File: src/rtl/module_decode_ctrl_pkg.sv
// Shared decode definitions for the RV32I ID-stage control unit: opcodes,
// format/result/ALU encodings, the EX control bundle and the halt FSM states.
package pkg_decode;

  localparam logic [6:0] OP_LOAD     = 7'b0000011;
  localparam logic [6:0] OP_MISC_MEM = 7'b0001111;
  localparam logic [6:0] OP_IMM      = 7'b0010011;
  localparam logic [6:0] OP_AUIPC    = 7'b0010111;
  localparam logic [6:0] OP_STORE    = 7'b0100011;
  localparam logic [6:0] OP_REG      = 7'b0110011;
  localparam logic [6:0] OP_LUI      = 7'b0110111;
  localparam logic [6:0] OP_BRANCH   = 7'b1100011;
  localparam logic [6:0] OP_JALR     = 7'b1100111;
  localparam logic [6:0] OP_JAL      = 7'b1101111;
  localparam logic [6:0] OP_SYSTEM   = 7'b1110011;

  localparam logic [2:0] F3_PRIV     = 3'b000;

  typedef enum logic [2:0] {
    IMM_I = 3'b000,
    IMM_S = 3'b001,
    IMM_B = 3'b010,
    IMM_J = 3'b011,
    IMM_U = 3'b100
  } imm_src_e;

  typedef enum logic [1:0] {
    RES_ALU  = 2'b00,
    RES_LOAD = 2'b01,
    RES_PC4  = 2'b10,
    RES_IMM  = 2'b11
  } result_src_e;

  typedef enum logic [3:0] {
    ALU_ADD  = 4'b0000,
    ALU_SUB  = 4'b0001,
    ALU_AND  = 4'b0010,
    ALU_OR   = 4'b0011,
    ALU_XOR  = 4'b0100,
    ALU_SLT  = 4'b0101,
    ALU_SLTU = 4'b0110,
    ALU_SLL  = 4'b0111,
    ALU_SRL  = 4'b1000,
    ALU_SRA  = 4'b1001
  } alu_ctrl_e;

  typedef enum logic [1:0] {
    ST_RUN    = 2'b00,
    ST_DRAIN  = 2'b01,
    ST_HALTED = 2'b10
  } fsm_state_e;

  typedef struct packed {
    logic        reg_write;
    logic        mem_write;
    result_src_e result_src;
    logic        alu_src_a;
    logic        alu_src_b;
    alu_ctrl_e   alu_ctrl;
    logic        branch;
    logic        jump;
    logic        jalr;
    logic [2:0]  funct3;
  } ctrl_bundle_t;

  localparam ctrl_bundle_t CTRL_BUBBLE = '0;

  // Register and immediate ALU ops share funct3; only the register form may subtract.
  function automatic alu_ctrl_e alu_from_funct(input logic [2:0] funct3,
                                               input logic       f7b5,
                                               input logic       is_reg);
    case (funct3)
      3'b000:  return (is_reg && f7b5) ? ALU_SUB : ALU_ADD;
      3'b001:  return ALU_SLL;
      3'b010:  return ALU_SLT;
      3'b011:  return ALU_SLTU;
      3'b100:  return ALU_XOR;
      3'b101:  return f7b5 ? ALU_SRA : ALU_SRL;
      3'b110:  return ALU_OR;
      default: return ALU_AND;
    endcase
  endfunction

  function automatic alu_ctrl_e alu_for_branch(input logic [2:0] funct3);
    case (funct3[2:1])
      2'b10:   return ALU_SLT;
      2'b11:   return ALU_SLTU;
      default: return ALU_SUB;
    endcase
  endfunction

endpackage

File: src/rtl/module_decode_ctrl_main_decoder.sv
// Purely combinational RV32I main decoder: instruction word to immediate
// format, EX control bundle, illegal flag and ECALL/EBREAK detect.
module module_main_decoder
  import pkg_decode::*;
(
  input  logic [31:0]  instr,
  output imm_src_e     imm_src,
  output ctrl_bundle_t ctrl,
  output logic         illegal,
  output logic         is_halt
);

  logic [6:0] opcode;
  logic [2:0] funct3;
  logic       f7b5;
  logic       unused_bits;

  assign opcode      = instr[6:0];
  assign funct3      = instr[14:12];
  assign f7b5        = instr[30];
  assign unused_bits = ^{instr[31], instr[29:15], instr[11:7]};

  always_comb begin
    imm_src     = IMM_I;
    ctrl        = CTRL_BUBBLE;
    ctrl.funct3 = funct3;
    illegal     = 1'b0;
    is_halt     = 1'b0;
    case (opcode)
      OP_REG: begin
        ctrl.reg_write = 1'b1;
        ctrl.alu_ctrl  = alu_from_funct(funct3, f7b5, 1'b1);
      end
      OP_IMM: begin
        ctrl.reg_write = 1'b1;
        ctrl.alu_src_b = 1'b1;
        ctrl.alu_ctrl  = alu_from_funct(funct3, f7b5, 1'b0);
      end
      OP_LOAD: begin
        ctrl.reg_write  = 1'b1;
        ctrl.alu_src_b  = 1'b1;
        ctrl.result_src = RES_LOAD;
        ctrl.alu_ctrl   = ALU_ADD;
      end
      OP_STORE: begin
        imm_src        = IMM_S;
        ctrl.mem_write = 1'b1;
        ctrl.alu_src_b = 1'b1;
        ctrl.alu_ctrl  = ALU_ADD;
      end
      OP_BRANCH: begin
        imm_src       = IMM_B;
        ctrl.branch   = 1'b1;
        ctrl.alu_ctrl = alu_for_branch(funct3);
      end
      OP_JAL: begin
        imm_src         = IMM_J;
        ctrl.jump       = 1'b1;
        ctrl.reg_write  = 1'b1;
        ctrl.result_src = RES_PC4;
      end
      OP_JALR: begin
        ctrl.jump       = 1'b1;
        ctrl.jalr       = 1'b1;
        ctrl.reg_write  = 1'b1;
        ctrl.result_src = RES_PC4;
        ctrl.alu_src_b  = 1'b1;
        ctrl.alu_ctrl   = ALU_ADD;
      end
      OP_LUI: begin
        imm_src         = IMM_U;
        ctrl.reg_write  = 1'b1;
        ctrl.result_src = RES_IMM;
      end
      OP_AUIPC: begin
        imm_src        = IMM_U;
        ctrl.reg_write = 1'b1;
        ctrl.alu_src_a = 1'b1;
        ctrl.alu_src_b = 1'b1;
        ctrl.alu_ctrl  = ALU_ADD;
      end
      OP_MISC_MEM: begin
      end
      OP_SYSTEM: begin
        // Only ECALL/EBREAK are supported; CSR accesses trap as illegal.
        if (funct3 == F3_PRIV) is_halt = 1'b1;
        else                   illegal = 1'b1;
      end
      default: illegal = 1'b1;
    endcase
  end

endmodule

File: src/rtl/module_decode_ctrl.sv
// ID-stage control: decode, ID/EX control register with stall/flush,
// sticky illegal-instruction capture and the ECALL/EBREAK drain-and-halt FSM.
module module_decode_ctrl
  import pkg_decode::*;
#(
  parameter int DRAIN_CYCLES = 3,
  parameter int CNT_W        = 2
) (
  input  logic        clk_i,
  input  logic        rst_i,
  input  logic [31:0] instr_d_i,
  input  logic        valid_d_i,
  input  logic        stall_e_i,
  input  logic        flush_e_i,
  output logic [2:0]  imm_src_d_o,
  output logic        valid_e_o,
  output logic        reg_write_e_o,
  output logic        mem_write_e_o,
  output logic [1:0]  result_src_e_o,
  output logic        alu_src_a_e_o,
  output logic        alu_src_b_e_o,
  output logic [3:0]  alu_ctrl_e_o,
  output logic        branch_e_o,
  output logic        jump_e_o,
  output logic        jalr_e_o,
  output logic [2:0]  funct3_e_o,
  output logic        stall_fd_o,
  output logic        halted_o,
  output logic        illegal_o,
  output logic [31:0] illegal_instr_o
);

  imm_src_e     imm_src_p0;
  ctrl_bundle_t ctrl_p0;
  logic         illegal_p0;
  logic         is_halt_p0;

  ctrl_bundle_t ctrl_p1;
  logic         vld_p1;

  fsm_state_e       state_q, state_d;
  logic [CNT_W-1:0] cnt_q, cnt_d;

  logic        load_en;
  logic        issue_en;
  logic        accept_p0;
  logic        illegal_q;
  logic [31:0] illegal_instr_q;

  module_main_decoder u_main_decoder (
    .instr   (instr_d_i),
    .imm_src (imm_src_p0),
    .ctrl    (ctrl_p0),
    .illegal (illegal_p0),
    .is_halt (is_halt_p0)
  );

  assign imm_src_d_o = imm_src_p0;
  assign load_en     = ~flush_e_i & ~stall_e_i;
  assign accept_p0   = valid_d_i & ~illegal_p0 & issue_en;

  // ---- ID -> EX boundary ----
  always_ff @(posedge clk_i) begin
    if (rst_i || flush_e_i) begin
      vld_p1  <= 1'b0;
      ctrl_p1 <= CTRL_BUBBLE;
    end else if (load_en) begin
      vld_p1  <= accept_p0;
      ctrl_p1 <= accept_p0 ? ctrl_p0 : CTRL_BUBBLE;
    end
  end

  assign valid_e_o      = vld_p1;
  assign reg_write_e_o  = ctrl_p1.reg_write;
  assign mem_write_e_o  = ctrl_p1.mem_write;
  assign result_src_e_o = ctrl_p1.result_src;
  assign alu_src_a_e_o  = ctrl_p1.alu_src_a;
  assign alu_src_b_e_o  = ctrl_p1.alu_src_b;
  assign alu_ctrl_e_o   = ctrl_p1.alu_ctrl;
  assign branch_e_o     = ctrl_p1.branch;
  assign jump_e_o       = ctrl_p1.jump;
  assign jalr_e_o       = ctrl_p1.jalr;
  assign funct3_e_o     = ctrl_p1.funct3;

  // Only the first offending word is kept so software sees the root cause.
  always_ff @(posedge clk_i) begin
    if (rst_i) begin
      illegal_q       <= 1'b0;
      illegal_instr_q <= '0;
    end else if (load_en && valid_d_i && illegal_p0 && !illegal_q) begin
      illegal_q       <= 1'b1;
      illegal_instr_q <= instr_d_i;
    end
  end

  assign illegal_o       = illegal_q;
  assign illegal_instr_o = illegal_instr_q;

  always_ff @(posedge clk_i) begin
    if (rst_i) begin
      state_q <= ST_RUN;
      cnt_q   <= '0;
    end else begin
      state_q <= state_d;
      cnt_q   <= cnt_d;
    end
  end

  // The halting instruction must actually enter EX, so a stalled or flushed
  // slot leaves the FSM in RUN; once draining, flushes no longer matter.
  always_comb begin
    state_d = state_q;
    cnt_d   = cnt_q;
    case (state_q)
      ST_RUN: begin
        if (load_en && valid_d_i && is_halt_p0) begin
          state_d = ST_DRAIN;
          cnt_d   = CNT_W'(DRAIN_CYCLES);
        end
      end
      ST_DRAIN: begin
        cnt_d = cnt_q - CNT_W'(1);
        if (cnt_q == CNT_W'(1)) state_d = ST_HALTED;
      end
      ST_HALTED: begin
      end
      default: begin
        state_d = ST_RUN;
        cnt_d   = '0;
      end
    endcase
  end

  always_comb begin
    issue_en   = (state_q == ST_RUN);
    stall_fd_o = (state_q != ST_RUN);
    halted_o   = (state_q == ST_HALTED);
  end

endmodule

File: config.mk
export PLATFORM = sky130hd
export DESIGN_NAME = module_decode_ctrl
export DESIGN_NICKNAME = d
export VERILOG_FILES = /design/src/rtl/module_decode_ctrl_pkg.sv /design/src/rtl/module_decode_ctrl_main_decoder.sv /design/src/rtl/module_decode_ctrl.sv
export SDC_FILE = /design/constraint.sdc
export NUM_CORES = 1
export LEC_CHECK = 0
export ABC_AREA = 1
export CAP_MARGIN = 40
export CORE_ASPECT_RATIO = 1.4
export CORE_UTILIZATION = 40
export CTS_CLUSTER_SIZE = 25
export DETAILED_ROUTE_END_ITERATION = 8
export PLACE_DENSITY = 0.76
export SETUP_SLACK_MARGIN = 0.02
export SLEW_MARGIN = 30
export SYNTH_ARGS = -nofsm -noshare
export SYNTH_HDL_FRONTEND = slang
export SYNTH_SLANG_ARGS = --single-unit
File: constraint.sdc
create_clock -name clk_i -period 1.6 [get_ports clk_i]
set_input_delay 0.32 -clock clk_i [delete_from_list [all_inputs] [get_ports clk_i]]
set_output_delay 0.32 -clock clk_i [all_outputs]
set_load 0.01 [all_outputs]
======== Word-level counts from Yosys, hierarchy flattened ========
Cells that the tools add are included.
word-level totals
  logic and storage cells ................. 88
  register bits ........................... 54
  input port bits ......................... 37
cells by class
  bitwise operators ....................... 7
  reduce and logical (&&, ||, !) cells .... 16
  multiplexer cells ....................... 25
  equality and inequality tests ........... 24
  add/sub/neg operators ................... 1
operator list
  kind                                                              count
  4-bit one-hot mux with 7 select lines                             2
  7-bit == test (second input constant)                             4
  7-bit by 6-bit == test with 1-bit output (second input constant)  3
  2-bit one-hot mux with 3 select lines                             3
  16-bit two-way mux                                                1
  7-bit by 5-bit == test with 1-bit output (second input constant)  2
  1-bit two-way mux                                                 12
  3-bit one-hot mux with 4 select lines                             1
  4-bit one-hot mux with 3 select lines                             1
  10-bit OR reduction                                               1
  3-bit == test (second input constant)                             3
  7-bit by 2-bit == test with 1-bit output (second input constant)  1
  7-bit by 4-bit == test with 1-bit output (second input constant)  1
  7-bit OR reduction                                                1
  2-bit == test (second input constant)                             3
  3-bit by 2-bit == test with 1-bit output (second input constant)  2
  2-bit two-way mux                                                 3
  3-bit one-hot mux with 2 select lines                             1
  5-bit OR reduction                                                1
  2-bit by 1-bit == test with 1-bit output (second input constant)  2
  1-bit logical AND                                                 4
  1-bit inverter                                                    4
  2-bit OR reduction                                                2
  1-bit bitwise AND                                                 3
  12 further kinds                                                  12

======== Logic depth before layout (Yosys ltp) ========
  word-level depth ........................ 7
  depth in mapped cells ................... 12

======== Cells and area by module ========
A second synthesis with hierarchy kept.
unflattened totals
  cell total of the unflattened synthesis .. 398
  area total of the unflattened synthesis .. 2,597.5 um^2
modules (own cells, without submodules)
  module               sequential area each (um^2)  cells an instance  area each (um^2)  times used
  module_decode_ctrl   1,081.0                      317                2,185.8           1
  module_main_decoder  0.0                          81                 411.6             1

======== Worst setup path after synthesis ========
OpenSTA, ideal clock, no wires.
  kind .................................... input -> register
  start point ............................. input port instr_d_i[1]
  end point ............................... register illegal_instr_q[12], in the netlist illegal_instr_o[12]
  setup slack ............................. 0.002 ns
  data arrival time ....................... 1.485 ns
  cell stages on the path ................. 11
  data required time ...................... 1.487 ns
  setup time .............................. 0.113 ns
  cells stage by stage .................... nand2_1 > nor2_2 > nand2_1 > nand2_1 > nor2_4 > nand3_4 > nor2_4 > buf_2 > nand3_1 > nand2_1 > nor2_1
between the ends
  word-level cells in the longest chain between the ends .. 5
ends and longest elaborated chain
  element                                                                 line                                   RTL
  start: declaration                                                      module_decode_ctrl.sv:11               input logic [31:0] instr_d_i,
  7-bit by 4-bit == test with 1-bit output, or another cell as far along  module_decode_ctrl_main_decoder.sv:29  case (opcode)
  10-bit OR reduction (no source line)                                    n/a
  1-bit one-hot mux with 2 select lines (*)                               module_decode_ctrl_main_decoder.sv:29
  1-bit logical AND (*) (2 in a row)                                      module_decode_ctrl.sv:90               end else if (load_en && valid_d_i && illegal_p0 && !illegal_q) begin
  end signal: assignment                                                  module_decode_ctrl.sv:92               illegal_instr_q <= instr_d_i;
  end: declaration                                                        module_decode_ctrl.sv:48               logic [31:0] illegal_instr_q;
Every way passes the cells marked *; elsewhere a longest branch is shown, timed or not.
A chain may end at the register's enable or synchronous reset.

======== Worst setup path in the final report ========
  start point ............................. register illegal_instr_q[27], in the netlist illegal_instr_o[27]
  end point ............................... output port illegal_instr_o[27]
RTL lines
  element           line                      RTL
  end: declaration  module_decode_ctrl.sv:30  output logic [31:0] illegal_instr_o
No word-level cell between the ends.

==> impl_metrics.ini <==
[setup_path]
worstPathArrival_ns = 1.25
critical_path.startpoint = illegal_instr_o[27]
max_stage_delay_ns = 0.55
cp.required_ns = 1.28
startpoint_type = flop
crit_path_cell_trace = clkdlybuf4s50_1
r2r_start = illegal_o
crit_buf_inv = 1
reg2reg_depth = 5
path_max_fanout = 2
rrSetupSlack_ns = 0.43
timing.rr.end = illegal_instr_o[3]
slowest_stage = clkdlybuf4s50_1
cp-end-kind = output pin
cp.depth = 1
cp_top_family = buffers and inverters
critPathKind = flop to output pin

[cts]
cts_max_path_buffers = 2
cts_tree = yes
path_clk_slew_ns = 0.10
cts-root-buf = clkbuf_8
cts_made_buffers = 5
htreeDepth = 2
clock_latency_ns = 0.31
cts_hold_buf = 0
clkSinkCount = 54

[logic_synthesis]
synth.most_common_cell = nand2_1
syn-instance-count = 381
syn_nets = 419
synthMuxAreaShare = 0
synth.area.top_cells = dfxtp_1 43%, nand2_1 13%, nor2_1 12%, nand3_1 8.3%, inv_1 6.8%
synth_top_family_by_area = simple AND/OR/NAND/NOR gates
ys_seq_elements = 54
synth_enable_flop_cells = 0
synth_top_cell_by_area = dfxtp_1
syn_avg_cell_area_sq_um = 6.653
synth_top_flop_cell = dfxtp_1
synth_top_area_frac = 0.4265
synth-simple-area-share = 0.3959
syn_area_sq_um = 2535
synth-xor-area-share = 0
yosysSeqAreaShare = 0.4265
synthTopCellsByCount = 88 x nand2_1, 78 x nor2_1, 54 x dfxtp_1, 46 x inv_1, 42 x nand3_1
synth-warning-count = 0
synthArstFlopShare = 0
synth_compound_area_frac = 0.06318
synthDistinctLibCells = 28
synthAdderAreaFrac = 0.004936

[power_and_ir_drop]
powerDensity_nw_per_um2 = 686.1
irDropWorstVdd_uv = 463.2
power.internal_uw = 2230
p_switching_uw = 771.4
p_comb_frac = 0.202
switching_share = 0.2570
pwr-share-seq = 0.471
pwr-share-clk = 0.327
p_leak_uw = 0.002058

[floorplan]
placementRows = 33
coreArea_sq_um = 5987
ios = 92
initial_core_util = 0.4234
die_width_microns = 69.28
dieArea_sq_um = 6664
die_h_microns = 96.19

[sta]
finalSetupViolCount = 0
whs_ns = 0.3479
worst_pin_slew_ns = 0.3132
final-hold-violation-count = 0
fmax_mhz = 637.9
fin_tns_setup_ns = 0
slew_headroom = 0.7912
finalClockSkew_ns = 0.004496
fin_crit_ns = 1.568
rsz0062_at_grt = true
post-route-period-util = 0.9797
drv_slew = 0

[global_route]
grt_first_pass_wirelength_microns = 11940
antenna_found_initial = 0
grt_pass1_vias = 2680
grt_usage = 0.2227
grt_max_degree = 23
overflow = 0

[placed_design]
dp_cells = 565
portBuffers = 91
placed_area_sq_um = 3786
place_congestion = 0.8445
dp_hpwl_microns = 4990

[route]
firstDrtPassIters = 4
drc_errors = 0
dr_total_vias = 2895
drt_iter0_drc = 99
drt-vias-per-instance = 4.898
drtAntennaViolNets = 0
wl_per_cell_microns = 13.11
routed_wl_microns = 7748

[final_layout]
num-fill-cells = 456
areaGrowthSynthToFinish_pct = 72.56
antenna_cells = 0
final_nets = 558
drive_gt1_frac = 0.2495
layout.cells.non_filler = 591
fin_area_sq_um = 4374

[outcome]
status = completed

[flow_run]
maxCapViolCount = 0

[hold_path]
whs_path_depth = 5
hold_path.class = primary input to flop
min_to = illegal_instr_o[1]
min_from = instr_d_i[1]
==> flip-flops by register name, indices dropped and copies added, names as in the netlist <==
signal / cells
alu_src_b_e_o: 1
alu_ctrl_e_o: 4
illegal_instr_o: 32
illegal_o: 1
state_q: 2
jalr_e_o: 1
jump_e_o: 1
branch_e_o: 1
funct3_e_o: 3
valid_e_o: 1
mem_write_e_o: 1
alu_src_a_e_o: 1
cnt_q: 2
reg_write_e_o: 1
result_src_e_o: 2
==> power by group through the flow <==
stage | logic, uW | registers [uW] | clock network [uW]
detailed placement | 502 | 1440 | 0
global route | 655 | 1420 | 1050
finish | 607 | 1410 | 980
CTS | 567 | 1410 | 996
global placement | 494 | 1440 | 0
floorplan | 193 | 1460 | 0
==> worst max path at each step <==
stage | to | slack (ns)
floorplan | illegal_instr_o[12] | 0.002
global placement | imm_src_d_o[0] | -0.64
detailed placement | illegal_instr_o[18] | -0.65
CTS | imm_src_d_o[0] | 0.04
global route | illegal_instr_o[27] | -0.002
finish | illegal_instr_o[27] | 0.03
==> per-layer routing <==
metal / part of all wire / vias up / track usage
li1: - / 1460 / -
met1: 0.39 / 1328 / 0.2382
met2: 0.54 / 96 / 0.4328
met3: 0.049 / 11 / 0.03246
met4: 0.020 / 0 / 0.09694
met5: 0 / - / 0
==> cells in the final DEF (no fill, tap or decap), drive strengths merged, types with 3 or more instances in the layout <==
| cell type | n |
|---|---|
| dlymetal6s2s | 3 |
| nand2 | 92 |
| nand4 | 3 |
| inv | 51 |
| a21oi | 19 |
| clkdlybuf4s50 | 72 |
| dlygate4sd2 | 4 |
| nor3 | 3 |
| nand3 | 44 |
| o211ai | 3 |
| buf | 62 |
| clkbuf | 8 |
| nor2 | 84 |
| o21ai | 7 |
| dfxtp | 54 |
==> per-stage QoR <==
stage,setup WS [ns],total power (uW),utilization
2_1_floorplan,0.002466,1657,-
3_3_place_gp,-0.6393,1935,0.6324
3_5_place_dp,-0.6520,1946,0.6324
4_1_cts,0.04004,2975,0.6984
5_1_grt,-0.002497,3124,0.7306
6_report,0.03245,3001,0.7306
==> logic make-up after synthesis <==
logic type / count (synthesis)
fa+ha+maj: 1
simple gates: 229
flops: 54
compound gates: 30
buf+inv: 67
==> final cells by class <==
| type | count | area [sq um] | area share |
|---|---|---|---|
| inverters | 52 | 202.7 | 0.04634 |
| multi-input cells | 260 | 1384 | 0.3164 |
| clock inverters | 2 | 38.79 | 0.008867 |
| clock buffers | 6 | 82.58 | 0.01888 |
| repair inverters | 1 | 7.507 | 0.001716 |
| well taps | 70 | 87.58 | 0.02002 |
| repair buffers | 146 | 1486 | 0.3398 |
| flip-flops and latches | 54 | 1085 | 0.2480 |
==> repair_timing <==
action	in CTS	in global routing
hold endpoints to repair	0	0
resized for setup	79	50
pin swaps	12	18
gates cloned	4	2
setup endpoints to repair	59	52
setup buffers	11	3
Note: power is estimated with default switching activity, not from simulation.
